File: config.mk
export PLATFORM = sky130hd
export DESIGN_NAME = fib_alu_seq
export DESIGN_NICKNAME = d
export VERILOG_FILES = /design/src/rtl/fib_alu_seq.sv
export SDC_FILE = /design/constraint.sdc
export NUM_CORES = 1
export LEC_CHECK = 0
export CORE_AREA = 2 2 85 87
export CTS_CLUSTER_DIAMETER = 120
export CTS_CLUSTER_SIZE = 12
export DETAILED_ROUTE_END_ITERATION = 10
export DIE_AREA = 0 0 87 89
export PLACE_DENSITY = 0.8
export SLEW_MARGIN = 40
export SYNTH_ARGS = -nofsm -noshare
export SYNTH_HDL_FRONTEND = slang
export SYNTH_SLANG_ARGS = --single-unit
File: constraint.sdc
create_clock -name clk -period 3.3 [get_ports clk]
set_clock_uncertainty 0.05 [all_clocks]
set_input_delay 0.66 -clock clk [delete_from_list [all_inputs] [get_ports clk]]
set_output_delay 0.66 -clock clk [all_outputs]
set_load 0.1 [all_outputs]
File: src/rtl/fib_alu_seq.sv
// Fibonacci sequencer driving a combinational 8-bit ALU.
// Adds byte-serially with carry chaining to build WORDS-byte results.
module fib_alu_seq #(
    parameter int WORDS = 2
) (
    input  logic               clk,
    input  logic               reset,
    input  logic               start,
    input  logic [7:0]         n,
    output logic               busy,
    output logic               done,
    output logic [8*WORDS-1:0] fib,
    output logic               overflow,
    output logic [7:0]         alu_left,
    output logic [7:0]         alu_right,
    output logic               alu_status_in,
    output logic [1:0]         alu_opcode,
    input  logic [7:0]         alu_result,
    input  logic               alu_status_out
);

    localparam int W  = 8 * WORDS;
    localparam int IW = (WORDS > 1) ? $clog2(WORDS) : 1;
    localparam logic [IW-1:0] LAST = IW'(WORDS - 1);
    localparam logic [1:0] OP_ADD = 2'd0;

    typedef enum logic [1:0] {
        IDLE,
        STEP,
        FINISH
    } state_t;

    state_t        state;
    logic [W-1:0]  a;
    logic [W-1:0]  b;
    logic [W-1:0]  sum;
    logic [W-1:0]  sum_next;
    logic          carry;
    logic [IW-1:0] idx;
    logic [7:0]    cnt;
    logic          ovf;
    logic          top_ovf;

    assign busy = (state == STEP);
    assign done = (state == FINISH);

    assign alu_left      = busy ? a[8*idx +: 8] : 8'd0;
    assign alu_right     = busy ? b[8*idx +: 8] : 8'd0;
    assign alu_status_in = busy && (idx != '0) && carry;
    assign alu_opcode    = OP_ADD;

    // b for the next iteration includes the byte captured this cycle
    always_comb begin
        sum_next = sum;
        sum_next[8*idx +: 8] = alu_result;
    end

    assign top_ovf = ovf | alu_status_out;

    always_ff @(posedge clk) begin
        if (reset) begin
            state    <= IDLE;
            fib      <= '0;
            overflow <= 1'b0;
            a        <= '0;
            b        <= '0;
            sum      <= '0;
            carry    <= 1'b0;
            idx      <= '0;
            cnt      <= 8'd0;
            ovf      <= 1'b0;
        end else begin
            unique case (state)
                IDLE: begin
                    if (start) begin
                        a     <= '0;
                        b     <= W'(1);
                        carry <= 1'b0;
                        idx   <= '0;
                        ovf   <= 1'b0;
                        if (n < 8'd2) begin
                            fib      <= W'(n);
                            overflow <= 1'b0;
                            state    <= FINISH;
                        end else begin
                            cnt   <= n - 8'd1;
                            state <= STEP;
                        end
                    end
                end
                STEP: begin
                    sum   <= sum_next;
                    carry <= alu_status_out;
                    if (idx == LAST) begin
                        ovf <= top_ovf;
                        a   <= b;
                        b   <= sum_next;
                        idx <= '0;
                        cnt <= cnt - 8'd1;
                        if (cnt == 8'd1) begin
                            fib      <= sum_next;
                            overflow <= top_ovf;
                            state    <= FINISH;
                        end
                    end else begin
                        idx <= idx + IW'(1);
                    end
                end
                FINISH: state <= IDLE;
                default: state <= IDLE;
            endcase
        end
    end

endmodule

==> results.txt <==
Run status - finished clean
Endpoint class of the critical path - register
Syn Area/Cell - 8.30 µm²
Critical Path RT - 3.54 ns
DIE AREA - 7740 µm²
Post-synthesis mux area share - 0.0932
Reg2Reg Setup Slack - 1.02 ns
Hold WC Path Type - register to register
#FFs+latches synth - 78
Compound-cell area share of the yosys netlist - 0.204
CTS tree - yes
Post-CTS Setup Bufs - 0
Ys Warns - 0
Grt met3 use - 0.0628
Fraction of the mapped netlist area in simple logic gates - 0.192
Fin cells - 554
Adder-cell area share of the yosys netlist - 0.0106
DR vias - 3194
Crit Path Max Fanout - 34
R2r worst-path depth - 5
Routing usage on met1 - 0.333
WHS Path Cells - 2
First-pass iteration count of the detailed router - 4
Post-synth top cells - dfxtp_1 (78), nand2_1 (62), a21oi_1 (56), nor2_1 (48), mux2i_1 (33)
Boundary Pins - 58
Main area contributors after synthesis - dfxtp_1 (44%), mux2i_1 (9.3%), a21oi_1 (7.9%)
Rel. slew slack - 0.510
Ant diodes - 0
Antenna violations before repair - 0
Cell Pwr Density - 485 nW/µm²
Gr usage total - 0.240
CTS H-tree lvls - 3
Mapped cell area - 3550 µm²
Drt wl/cell - 15.9 µm
Pleak - 1.55 nW
Worst r2r src - cnt[2]
Routed vias/inst - 5.77
Area growth, synth to finish - 21.9%
Kind of critical path - input pin to register
Buffers on Ports - 55
Layout cells sized above 1 - 0.177
Clock latency on the worst-skew pair - 0.37 ns
Worst Tran Pin Value - 0.733 ns
Post-synth ARST share - 0
Setup violators final - 0
Residual DRC count - 0
Hold path startpoint - a[0]
1st-iter DRT viols - 241
Layout Utilization - 0.644
Placed Cells - 538
Endpoint, Worst Hold - a[0]
Core region area - 6720 µm²
First-pass GRT wire length - 14400 µm
Post-synth EDFFs - 0
Grt ovf - 0
Fin crit share - 0.810
Share of the synthesized area in the top cell type - 0.440
Final hold violation count - 0
Crit path DAT - 2.91 ns
Reg2reg end - fib[10]
RSZ-0062 raised after global routing - false
Clock sinks - 78
Top-count cell post-synth - dfxtp_1
Final ANT Viol Nets - 0
Post-Syn Instances - 427
Starting density of the core - 0.528
Num rows - 30
FMAX - 0.374 GHz
Peak supply drop - 0.335 mV
Net count, final - 492
Max Transition Viols Final - 0
Most Used Layer, Global Route - met2
Sequential cell area fraction in the yosys report - 0.440
Cts repair resizes - 0
Largest family of logic cells by synthesized area - compound AO/OA/AOI/OAI gates
Root Driver - clkbuf_8
GP Congestion - 0.882
CTS Buffer Depth - 2
CTS Hold Bufs - 0
Setup TNS - 0 ns
Prevailing post-synth register cell - dfxtp_1
Top cell type by total area after synthesis - dfxtp_1
Yosys cell types - 44
Vias in the first global route - 2816
Detailed Place HPWL - 6020 µm
Type of origin of the critical path - input pin
Max-cap violation count - 0
DRT Wirelength - 8780 µm
XOR/XNOR Fraction of Synth Area - 0.0124
M2 GR Usage - 0.355
Die height - 89 µm
Pin count of the biggest net entering global routing - 62
Total CTS buffers - 9
Clock Pin Slew Worst Setup and Hold Paths - 0.08 ns
Die Width - 87 µm
Final worst path period need - 2.67 ns
## kinds of logic (layout without fill, tap and decap cells)
logic type | Yosys count | in the layout
buf+inv | 40 | 86
xor+xnor | 5 | 5
other cells | 1 | 2
flops | 78 | 78
fa+ha+maj | 3 | 3
mux | 33 | 33
simple gates | 151 | 151
compound gates | 116 | 116
## final cells by class
type | count | area [µm²]
Clock buffer | 10 | 128
Inverter | 7 | 26.3
Tap cell | 80 | 100
Sequential cell | 78 | 1560
Fill cell | 584 | 2390
Timing Repair Buffer | 63 | 541
Clock inverter | 6 | 93.8
Multi-Input combinational cell | 310 | 1870
## worst max-delay path: stages
cell and delay (ns):
clkdlybuf4s50_1 0.48, or4_1 0.56, nor3_2 0.33, o21ai_4 0.28
or3_1 0.43, a21oi_1 0.15
## sequential cells by signal (all words and copies together), names as in the netlist
signal,cells
a,16
b,16
carry,1
cnt,8
fib,16
idx,1
overflow,1
ovf,1
state,2
sum,16
## cell usage in the layout (no fill, tap or decap), types with 3 or more instances in the layout
| cell | count |
|---|---|
| ha_1 | 3 |
| a21oi_1 | 56 |
| nand2_1 | 62 |
| buf_4 | 42 |
| nand3_1 | 9 |
| or3_1 | 11 |
| nor3_1 | 6 |
| a211o_1 | 9 |
| xnor2_1 | 3 |
| clkbuf_8 | 9 |
| nor2_2 | 17 |
| clkdlybuf4s50_1 | 18 |
| mux2i_1 | 33 |
| o21ai_0 | 10 |
| nor2_1 | 31 |
| dfxtp_1 | 77 |
| o21ai_1 | 7 |
| or4_1 | 3 |
| inv_1 | 6 |
| a22oi_1 | 5 |
| a22o_1 | 17 |
## routing by layer
| metal | vias to the layer above | routed length [µm] | part of all wire |
|---|---|---|---|
| met3 | 17 | 617 | 0.070 |
| met2 | 107 | 3930 | 0.45 |
| met1 | 1482 | 3990 | 0.45 |
| met5 | - | 0 | 0 |
| met4 | 0 | 255 | 0.029 |
| li1 | 1588 | - | - |
## worst max path at each step
stage / start / endpoint / slack [ns] / depth (start not counted)
2_1_floorplan: idx / alu_left[6] / 0.42 / 5
3_3_place_gp: n[6] / fib[13] / 0.30 / 6
3_5_place_dp: n[6] / fib[9] / 0.26 / 6
4_1_cts: n[6] / fib[10] / 0.64 / 6
5_1_grt: n[6] / fib[11] / 0.44 / 6
6_report: n[6] / fib[10] / 0.63 / 6
## power breakdown
part           total, mW  internal [mW]  switching [mW]  leakage [nW]
registers          0.996          0.968          0.0280         0.632
logic              0.307          0.106           0.201         0.810
clock network      0.796          0.431           0.365         0.107
total               2.10           1.50           0.594          1.55
## through the flow
step	area (µm²)	hold WS [ns]	total power [mW]	worst slack, ns
floorplan	3590	0.381	1.23	0.419
global placement	4090	0.392	1.32	0.296
detailed placement	4100	0.399	1.32	0.257
CTS	4320	0.409	2.10	0.636
global route	4320	0.429	2.18	0.444
finish	4320	0.408	2.10	0.628
No activity file was read; power rests on OpenSTA's default activity.
